==> src/rtl/imm_extend_pipe_if.sv <==
// imm_extend_pipe_if
//   Request/response bundle for imm_extend_pipe.
//   Request side:  in_valid, in_ready, in_imm26, in_ctrl, in_old.
//   Response side: out_valid, out_ready, out_imm, out_err.
//   Handshake: a beat transfers on a rising clock edge where valid && ready.
//   A producer holds valid and its payload stable until that edge. ready
//   never depends on valid in the same cycle.
//   master: upstream decode plus downstream consumer (drives requests, accepts results)
//   slave : the extender pipeline itself
interface imm_extend_pipe_if #(
    parameter int DATA_W = 64
) ();
    logic              in_valid;
    logic              in_ready;
    logic [25:0]       in_imm26;
    logic [2:0]        in_ctrl;
    logic [DATA_W-1:0] in_old;
    logic              out_valid;
    logic              out_ready;
    logic [DATA_W-1:0] out_imm;
    logic              out_err;

    modport master (
        output in_valid, in_imm26, in_ctrl, in_old, out_ready,
        input  in_ready, out_valid, out_imm, out_err
    );

    modport slave (
        input  in_valid, in_imm26, in_ctrl, in_old, out_ready,
        output in_ready, out_valid, out_imm, out_err
    );
endinterface

==> src/rtl/imm_extend_pipe.sv <==
// imm_extend_pipe
//   Two-stage valid/ready pipeline that extracts and extends the immediate
//   for the I, D, B, CBZ and wide-move (MOVZ/MOVN/MOVK) formats to DATA_W bits.
//   S1 registers the raw request. S2 computes the result and registers it
//   as the output.
//   Ports:
//     clk    rising-edge clock
//     rst_n  synchronous active-low reset
//     flush  drops every in-flight entry, including a request offered this cycle
//     bus    imm_extend_pipe_if.slave (in_* request, out_* response)
//   Parameters:
//     DATA_W    result width, 32 or 64
//     SCALE_EN  1: B/CBZ offsets are shifted left by 2 (byte offset)
module imm_extend_pipe #(
    parameter int DATA_W   = 64,
    parameter bit SCALE_EN = 1'b1
) (
    input logic              clk,
    input logic              rst_n,
    input logic              flush,
    imm_extend_pipe_if.slave bus
);
    localparam bit NARROW = (DATA_W == 32);

    // S1 request register
    logic              s1_valid;
    logic [25:0]       s1_imm;
    logic [2:0]        s1_ctrl;
    logic [DATA_W-1:0] s1_old;

    // S2 (output) advances when it is empty or being drained this cycle.
    logic s2_adv;
    logic s1_load;
    assign s2_adv      = !bus.out_valid || bus.out_ready;
    // S1 can take a new beat when it is empty or its content moves into S2.
    assign bus.in_ready = !(s1_valid && bus.out_valid && !bus.out_ready);
    assign s1_load     = bus.in_valid && bus.in_ready;

    // Result computation from the S1 contents
    logic [1:0]        hw;
    logic [5:0]        sh;
    logic [DATA_W-1:0] movz_val;
    logic [DATA_W-1:0] hw_mask;
    logic [DATA_W-1:0] res;
    logic              err;

    assign hw       = s1_imm[22:21];
    assign sh       = {hw, 4'b0000};
    // Shifts past DATA_W simply fall off the top; the narrow hw[1] case is
    // flagged as an error below anyway.
    assign movz_val = {{(DATA_W-16){1'b0}}, s1_imm[20:5]} << sh;
    assign hw_mask  = {{(DATA_W-16){1'b0}}, 16'hFFFF} << sh;

    always_comb begin
        res = '0;
        err = 1'b0;
        case (s1_ctrl)
            3'b000: begin
                res = {{(DATA_W-12){1'b0}}, s1_imm[21:10]};
                if (s1_imm[22]) res = res << 12;
            end
            3'b001: res = {{(DATA_W-9){s1_imm[20]}}, s1_imm[20:12]};
            3'b010: begin
                res = {{(DATA_W-26){s1_imm[25]}}, s1_imm[25:0]};
                if (SCALE_EN) res = res << 2;
            end
            3'b011: begin
                res = {{(DATA_W-19){s1_imm[23]}}, s1_imm[23:5]};
                if (SCALE_EN) res = res << 2;
            end
            3'b100: res = movz_val;
            3'b101: res = ~movz_val;
            3'b110: res = (s1_old & ~hw_mask) | movz_val;
            default: begin
                res = '0;
                err = 1'b1;
            end
        endcase
        // A 32-bit result only has halfwords 0 and 1.
        if (NARROW && (s1_ctrl == 3'b100 || s1_ctrl == 3'b101 || s1_ctrl == 3'b110) && hw[1]) begin
            res = '0;
            err = 1'b1;
        end
    end

    // Control and output registers
    always_ff @(posedge clk) begin
        if (!rst_n) begin
            s1_valid      <= 1'b0;
            bus.out_valid <= 1'b0;
            bus.out_imm   <= '0;
            bus.out_err   <= 1'b0;
        end else if (flush) begin
            s1_valid      <= 1'b0;
            bus.out_valid <= 1'b0;
        end else begin
            if (s2_adv) begin
                bus.out_valid <= s1_valid;
                if (s1_valid) begin
                    bus.out_imm <= res;
                    bus.out_err <= err;
                end
            end
            if (bus.in_ready) begin
                s1_valid <= bus.in_valid;
            end
        end
    end

    // S1 payload: contents only matter while s1_valid is set, so no reset.
    always_ff @(posedge clk) begin
        if (s1_load) begin
            s1_imm  <= bus.in_imm26;
            s1_ctrl <= bus.in_ctrl;
            s1_old  <= bus.in_old;
        end
    end
endmodule

==> src/flat_wrapper.sv <==
// flat-port wrapper written by rule: the top's interface ports become plain ports
module imm_extend_pipe_flat 
#(
    parameter int DATA_W   = 64,
    parameter bit SCALE_EN = 1'b1
)
  (clk, rst_n, flush, bus_in_valid, bus_in_imm26, bus_in_ctrl, bus_in_old, bus_out_ready, bus_in_ready, bus_out_valid, bus_out_imm, bus_out_err);
  imm_extend_pipe_if #(.DATA_W(DATA_W)) bus_i ();
  input logic clk;
  input logic rst_n;
  input logic flush;
  input wire logic [$bits(bus_i.in_valid)-1:0] bus_in_valid;
  input wire logic [$bits(bus_i.in_imm26)-1:0] bus_in_imm26;
  input wire logic [$bits(bus_i.in_ctrl)-1:0] bus_in_ctrl;
  input wire logic [$bits(bus_i.in_old)-1:0] bus_in_old;
  input wire logic [$bits(bus_i.out_ready)-1:0] bus_out_ready;
  output wire logic [$bits(bus_i.in_ready)-1:0] bus_in_ready;
  output wire logic [$bits(bus_i.out_valid)-1:0] bus_out_valid;
  output wire logic [$bits(bus_i.out_imm)-1:0] bus_out_imm;
  output wire logic [$bits(bus_i.out_err)-1:0] bus_out_err;
  assign bus_i.in_valid = bus_in_valid;
  assign bus_i.in_imm26 = bus_in_imm26;
  assign bus_i.in_ctrl = bus_in_ctrl;
  assign bus_i.in_old = bus_in_old;
  assign bus_i.out_ready = bus_out_ready;
  assign bus_in_ready = bus_i.in_ready;
  assign bus_out_valid = bus_i.out_valid;
  assign bus_out_imm = bus_i.out_imm;
  assign bus_out_err = bus_i.out_err;
  imm_extend_pipe #(.DATA_W(DATA_W), .SCALE_EN(SCALE_EN)) u_core (.clk(clk), .rst_n(rst_n), .flush(flush), .bus(bus_i));
endmodule
==> config.mk <==
export PLATFORM = sky130hd
export DESIGN_NAME = imm_extend_pipe_flat
export DESIGN_NICKNAME = d
export VERILOG_FILES = /design/src/rtl/imm_extend_pipe_if.sv /design/src/rtl/imm_extend_pipe.sv /design/src/flat_wrapper.sv
export SDC_FILE = /design/constraint.sdc
export NUM_CORES = 1
export LEC_CHECK = 0
export ABC_AREA = 1
export CORE_ASPECT_RATIO = 1.75
export CORE_MARGIN = 3
export CORE_UTILIZATION = 39
export CTS_CLUSTER_SIZE = 16
export DETAILED_ROUTE_END_ITERATION = 7
export PLACE_DENSITY = 0.63
export SLEW_MARGIN = 30
export SYNTH_ARGS = -nofsm -noshare
export SYNTH_HDL_FRONTEND = slang
export SYNTH_SLANG_ARGS = --single-unit
==> constraint.sdc <==
create_clock -name clk -period 7.53 [get_ports clk]
set_clock_uncertainty 0.15 [all_clocks]
set_input_delay 1.506 -clock clk [delete_from_list [all_inputs] [get_ports clk]]
set_output_delay 1.506 -clock clk [all_outputs]
set_load 0.01 [all_outputs]
; Word-level counts from Yosys, hierarchy flattened
; Index checks and enable logic that the tools add are counted.
[totals]
reg_bits = 160
in_bits = 98
output_inout_bits = 67
elab_cells = 35
[op_classes]
eq_ne = 6
shift = 2
muxes = 3
n_bitwise = 6
reduce_logical = 11
[ops]
columns = operator, count
row1 = 64-bit one-hot mux with 7 select lines, 1
row2 = 64-bit NOT, 2
row3 = 64-bit bitwise AND, 1
row4 = 64-bit OR, 1
row5 = 16-bit by 6-bit << shifter with 64-bit output, 1
row6 = "16-bit by 6-bit << shifter with 64-bit output, first input constant", 1
row7 = 24-bit two-way mux, 1
row8 = "3-bit == test, second input constant", 3
row9 = 7-bit OR reduction, 1
row10 = "3-bit by 2-bit == test with 1-bit output, second input constant", 2
row11 = "3-bit by 1-bit == test with 1-bit output, second input constant", 1
row12 = 1-bit logical AND, 3
row13 = 1-bit zero test, 3
row14 = 3-bit zero test, 1
row15 = 3-bit AND reduction, 1
row16 = 1-bit NOT, 2
row17 = 2-bit OR reduction, 1
row18 = 1-bit logical OR, 1
row19 = 1-bit two-way mux, 1

; Longest topological paths before layout
; Gate-level depths: netlist (run 1).
[logic_depth]
ltp_word = 5
depth_mapped = 11
depth_no_buf = 10

; Least setup slack after synthesis (run 1)
; No wires, ideal clock.
[synth_path]
kind = input -> register
from = input bus_out_ready
to = register u_core.s1_ctrl[0], enable pin
setup_time_ns = 0.547
t_arrival_ns = 5.565
required_time_ns = 6.833
slack_ns = 1.268
cell_stages = 4
path_buffers = 0
cell_sequence = inv_1 > nand2_1 > nor2_1 > nor2_1
[synth_between]
elab_chain_cells = 4
[synth_lines]
columns = element, line
row1 = start: declaration, flat_wrapper.sv:16  ; input wire logic [$bits(bus_i.out_ready)-1:0] bus_out_ready;
row2 = 1-bit zero test, imm_extend_pipe.sv:36  ; assign bus.in_ready = !(s1_valid && bus.out_valid && !bus.out_ready);
row3 = 1-bit logical AND, imm_extend_pipe.sv:36
row4 = 1-bit zero test, imm_extend_pipe.sv:36
row5 = 1-bit logical AND, imm_extend_pipe.sv:37  ; assign s1_load = bus.in_valid && bus.in_ready;
row6 = named net u_core.s1_load, imm_extend_pipe.sv:33  ; logic s1_load;
row7 = end signal: assignment, imm_extend_pipe.sv:114  ; s1_ctrl <= bus.in_ctrl;
row8 = end: declaration, imm_extend_pipe.sv:28  ; logic [2:0] s1_ctrl;
; The timed path passes the listed nets, and every way through them passes these cells.
; A chain may end at the register's enable or synchronous reset.

; Worst setup path after layout (run 1)
[layout_path]
from = input bus_out_ready
to = output bus_in_ready
[layout_between]
elab_chain_cells = 3
[layout_lines]
columns = element, line
row1 = 1-bit zero test, imm_extend_pipe.sv:36
row2 = 1-bit logical AND, imm_extend_pipe.sv:36
row3 = 1-bit zero test, imm_extend_pipe.sv:36
row4 = end: declaration, flat_wrapper.sv:17  ; output wire logic [$bits(bus_i.in_ready)-1:0] bus_in_ready;
; No other way between the ends.

==> results of run 1 <==
## cell usage after synthesis, types with 4 or more instances
library cell,n
nand2_1,466
nor2_1,186
a21oi_1,124
edfxtp_1,93
dfxtp_1,67
nand3_1,52
inv_1,46
buf_2,33
clkbuf_1,32
o21ai_0,32
nand4_1,24
buf_6,9
a21oi_2,6
inv_2,6
buf_4,4
## power groups by stage
stage               Clock (W)  Combinational (W)  Sequential (W)
floorplan                   0           0.000163         0.00100
global placement            0           0.000263         0.00102
detailed placement          0           0.000265         0.00102
CTS                  0.000901           0.000267         0.00100
global route         0.000936           0.000294         0.00101
finish               0.000880           0.000264         0.00100
## sequential cells by signal (all words and copies together) (netlist names)
name and count:
u_core.s1_imm 26, u_core.s1_old 64, u_core.s1_valid 1, u_core.bus.out_err 1
u_core.bus.out_valid 1, u_core.s1_ctrl 3, u_core.bus.out_imm 64
## worst max-delay path, stage by stage
cell	delay (ps)
clkdlybuf4s50_1	400
inv_1	50
nand2_1	90
nor2_1	220
inv_1	90
clkdlybuf4s50_1	480
## metrics by stage
step	hold WS [ps]	instance area [um2]
after global placement	302	10200
after detailed placement	305	10200
final	313	10800
after global routing	324	10800
after floorplan	298	8540
after CTS	315	10800
## final cells by class
| type | instances | area share, % |
|---|---|---|
| well taps | 292 | 3.38 |
| clock inverters | 10 | 0.891 |
| clock buffers | 22 | 4.79 |
| flip-flops and latches | 160 | 38.2 |
| repair buffers | 172 | 15.7 |
| multi-input cells | 899 | 35.1 |
| inverters | 53 | 1.87 |
## cells by family after synthesis
| kind of cell | synth area share, % |
|---|---|
| flip-flops | 48.4 |
| buffers and inverters | 7.41 |
| AND/OR/NAND/NOR | 34.3 |
| AO/OA/AOI/OAI | 9.92 |
## routing by layer
layer | part of all wire [%] | GRT usage, %
met5 | 0 | 0
met4 | 5.6 | 13.3
met3 | 6.1 | 3.50
met2 | 51 | 39.0
met1 | 38 | 26.0
## how the worst min path moves through the flow
stage	endpoint	slack [ps]	cells past startpoint
floorplan	u_core.bus.out_valid	300	2
global placement	u_core.bus.out_imm[59]	300	2
detailed placement	u_core.bus.out_imm[36]	300	2
CTS	u_core.bus.out_imm[36]	310	2
global route	u_core.bus.out_imm[20]	320	2
finish	u_core.bus.out_imm[20]	310	2
==> results.yml, run 1 <==
outcome:
  status: "complete, no violations"
global_routing:
  grt_pass1_vias: 7641
  track_usage_pct: 22.5
  grt_start_max_net_pins: 67
  antenna_found_initial: 0
  grt_overflow: 0
  grt_pass1_wl_mm: 41.9
layout:
  synthToLayoutAreaGrowth_pct: 26.6
  layout_common_cells: "nand2_1 (466), nor2_1 (185), clkdlybuf4s50_1 (164), a21oi_1 (124), edfxtp_1 (93)"
  drive_above_1_share_pct: 4.71
  multi_input_area_um2: 3800
  layout.cells.non_filler: 1608
  antennaDiodeCount: 0
  layout_commonest_cell: "nand2_1"
  postLayoutCoreUtil_pct: 50.3
  register_area_um2: 4130
  n_fill_cell: 2197
  nNetsFinal: 1401
die:
  core_area_um2: 21500
  die_area_um2: 23800
  fp.dieW_um: 118
  ios: 165
  initial_core_util_pct: 39.7
  num_rows: 71
  die_h_um: 202
logic_synthesis:
  syn-mean-instance-area_um2: 7.16
  ys_types: 24
  seq_area_frac_synth_pct: 48.4
  synthCells: 1194
  async_flop_share_pct: 0
  yosys.area.top_type: "edfxtp_1"
  synth.net_count: 1292
  synth_seq_cells: 160
  yosysWarningCount: 0
  syn_area_um2: 8540
  synth_top_area_share_pct: 32.7
  synth_edf_count: 93
  ys.flop_type: "edfxtp_1"
  synth.area.top_cells: "edfxtp_1 (33%), nand2_1 (20%), dfxtp_1 (16%)"
placed_design:
  port_buffers: 164
  place_ws_ps: 3030
  post-place-cells: 1576
  place.gp.congestion: 0.894
  dp_hpwl_mm: 18.5
detailed_routing:
  dr.pass1.iters: 5
  avgViaCountPerCell: 5.14
  remaining_drc_errors: 0
  drtIter0Drc: 645
  vias: 8264
  routed_wl_mm: 27.0
  drtAntennaViolNets: 0
  wl_per_cell_um: 16.8
pwr:
  combPwrFrac_pct: 12.3
  leakage_nw: 4.49
  peakVddDrop_v: 0.000178
  sw_frac_of_total_pct: 25.7
  p_clk_share_pct: 41.0
  p_int_w: 0.00160
  seq_power_share_pct: 46.7
  p_per_area_nw_per_um2: 199
  power_w: 0.00215
  p_switching_w: 0.000551
cts:
  cts_setup_buffers: 0
  cts_buffers: 17
  hold_buffers: 0
  htree_num_levels: 4
  clkLatencyLatePin_ps: 430
  clk_pin_slew_ps: 60
  clock-sinks: 160
  postCtsResizedCells: 0
  cts_buffer_depth: 2
  tritoncts: "built"
  root_buffer: "clkbuf_16"
setup_path:
  r2r_end: "u_core.bus.out_imm[6]"
  reg2reg_slack_ps: 4310
  ff2ff_path_depth: 9
  cp-endpoint: "bus_in_ready"
  worst_setup_path_end_kind: "output port"
  crit_type: "input port to output port"
  crit_fanout: 3
  rr_startpoint: "u_core.s1_ctrl[1]"
  worstPathArrival_ps: 2830
  cp.required_ps: 5870
  start_kind: "input port"
  startpoint: "bus_out_ready"
sta:
  period_needed_ps: 4490
  rsz0062_at_grt: "no"
  slew_violations: 0
  fin_crit_sh_pct: 59.6
  setup_viol: 0
  fmax_mhz: 223
  slew-limit-headroom_pct: 34.0
  worst_slew_pin_slew_ps: 989
  worst_slack_ps: 3040
  hold_viol: 0
  setup_tns_ps: 0
hold_path:
  worstHoldStart: "u_core.bus.out_imm[20]"
  min_path_type: "flop to flop"
flow_run:
  drv_cap: 0
Note: power is estimated with default switching activity, not from simulation.
==> inputs of run 2 (changes only) <==
- PLACE_DENSITY: 0.63 -> 0.65
- clock period: 7.53 -> 3.7 ns (I/O delays scaled with it)
==> results.yml, run 2 (synthesis results as in run 1) <==
cts:
  tritoncts: "built"
  postCtsResizedCells: 0
  htree_num_levels: 4
  clk_pin_slew_ps: 60
  cts_setup_buffers: 0
  clkLatencyLatePin_ps: 430
  clock-sinks: 160
  cts_buffers: 17
  hold_buffers: 0
  root_buffer: "clkbuf_16"
  cts_buffer_depth: 2
pwr:
  peakVddDrop_v: 0.000303
  p_per_area_nw_per_um2: 392
  leakage_nw: 4.51
layout:
  antennaDiodeCount: 0
  drive_above_1_share_pct: 5.20
  synthToLayoutAreaGrowth_pct: 27.3
  postLayoutCoreUtil_pct: 50.6
  n_fill_cell: 2165
  layout_common_cells: "nand2_1 (466), nor2_1 (185), clkdlybuf4s50_1 (164), a21oi_1 (124), edfxtp_1 (93)"
  nNetsFinal: 1413
  reg_top3: "u_core.bus.out_imm (64), u_core.s1_old (64), u_core.s1_imm (26)"
  register_area_um2: 4130
  multi_input_area_um2: 3800
  layout_commonest_cell: "nand2_1"
sta:
  slew-limit-headroom_pct: 43.2
  fin_crit_sh_pct: 80.1
  rsz0062_at_grt: "no"
  period_needed_ps: 2960
  setup_viol: 0
  worst_slack_ps: 736
  whs_ps: 314
  slew_violations: 0
  worst_slew_pin_slew_ps: 851
  fmax_mhz: 337
  hold_viol: 0
  setup_tns_ps: 0
global_routing:
  grt_pass1_wl_mm: 42.6
  grt_pass1_vias: 7751
  track_usage_pct: 23.1
  antenna_found_initial: 0
  grt_start_max_net_pins: 65
  grt_overflow: 0
placed_design:
  place_ws_ps: 743
  port_buffers: 164
  place.gp.congestion: 0.950
  dp_hpwl_mm: 19.2
die:
  die_h_um: 202
  num_rows: 71
  core_area_um2: 21500
  ios: 165
  die_area_um2: 23800
  fp.dieW_um: 118
  initial_core_util_pct: 39.7
flow_run:
  drv_cap: 0
hold_path:
  worstHoldStart: "u_core.bus.out_imm[0]"
  min_delay_path_depth: 2
  min_path_type: "flop to flop"
  holdPathEnd: "u_core.bus.out_imm[0]"
setup_path:
  cp.required_ps: 2810
  reg2reg_slack_ps: 1090
  start_kind: "input port"
  startpoint: "bus_out_ready"
  worstPathArrival_ps: 2070
  rr_startpoint: "u_core.s1_ctrl[1]"
  crit_type: "input port to output port"
  crit_fanout: 3
  r2r_end: "u_core.bus.out_imm[54]"
  ff2ff_path_depth: 9
  worst_setup_path_end_kind: "output port"
detailed_routing:
  routed_wl_mm: 27.9
  remaining_drc_errors: 0
  avgViaCountPerCell: 5.15
  wl_per_cell_um: 17.2
  dr.pass1.iters: 8
  drtAntennaViolNets: 0
  vias: 8341
  drtIter0Drc: 682
outcome:
  status: "complete, no violations"
-- run 2: changes by cell type in the layout (fill, tap and decap cells not counted), sizes merged --
cell	delta
buf	+12
clkbuf	-3
clkinvlp	+5
bufinv	+1
inv	-1
clkinv	-2
-- run 2: worst max-delay path, stage by stage --
cell and delay (ps):
clkdlybuf4s50_1 400, inv_1 50, nand2_1 90, nor2_1 220, inv_1 90, clkdlybuf4s50_1 480
-- run 2: cell type report --
type | count | share of cell area [%]
tap | 292 | 3.36
timing repair buffer | 184 | 16.8
multi-input combinational | 899 | 34.9
inverter | 53 | 1.84
clock inverter | 13 | 1.12
sequential | 160 | 38.0
clock buffer | 19 | 3.98
-- run 2: per-layer routing --
layer,GRT usage [%],wire [um],vias up
met1,26.3,10200,3823
li1,-,-,4084
met4,13.3,1500,0
met3,3.89,1660,77
met2,40.7,14500,357
met5,0,0,-
-- run 2: power breakdown --
part	internal [W]	total [W]	switching, W
Combinational	0.000231	0.000565	0.000335
Sequential	0.00196	0.00203	0.0000705
Clock	0.000978	0.00166	0.000687
-- run 2: worst max path at each step --
stage                        end  slack [ps]  cells past startpoint
2_1_floorplan  u_core.s1_ctrl[0]         850                      4
3_3_place_gp        bus_in_ready         750                      6
3_5_place_dp        bus_in_ready         740                      6
4_1_cts             bus_in_ready         730                      6
5_1_grt             bus_in_ready         640                      6
6_report            bus_in_ready         740                      6
-- run 2: per-stage QoR --
step	total power, W	cells	area, um2
final	0.00426	1620	10900
after global routing	0.00444	1620	10900
after CTS	0.00430	1620	10900
after detailed placement	0.00263	1588	10300
after global placement	0.00263	1588	10300
after floorplan	0.00236	1194	8550
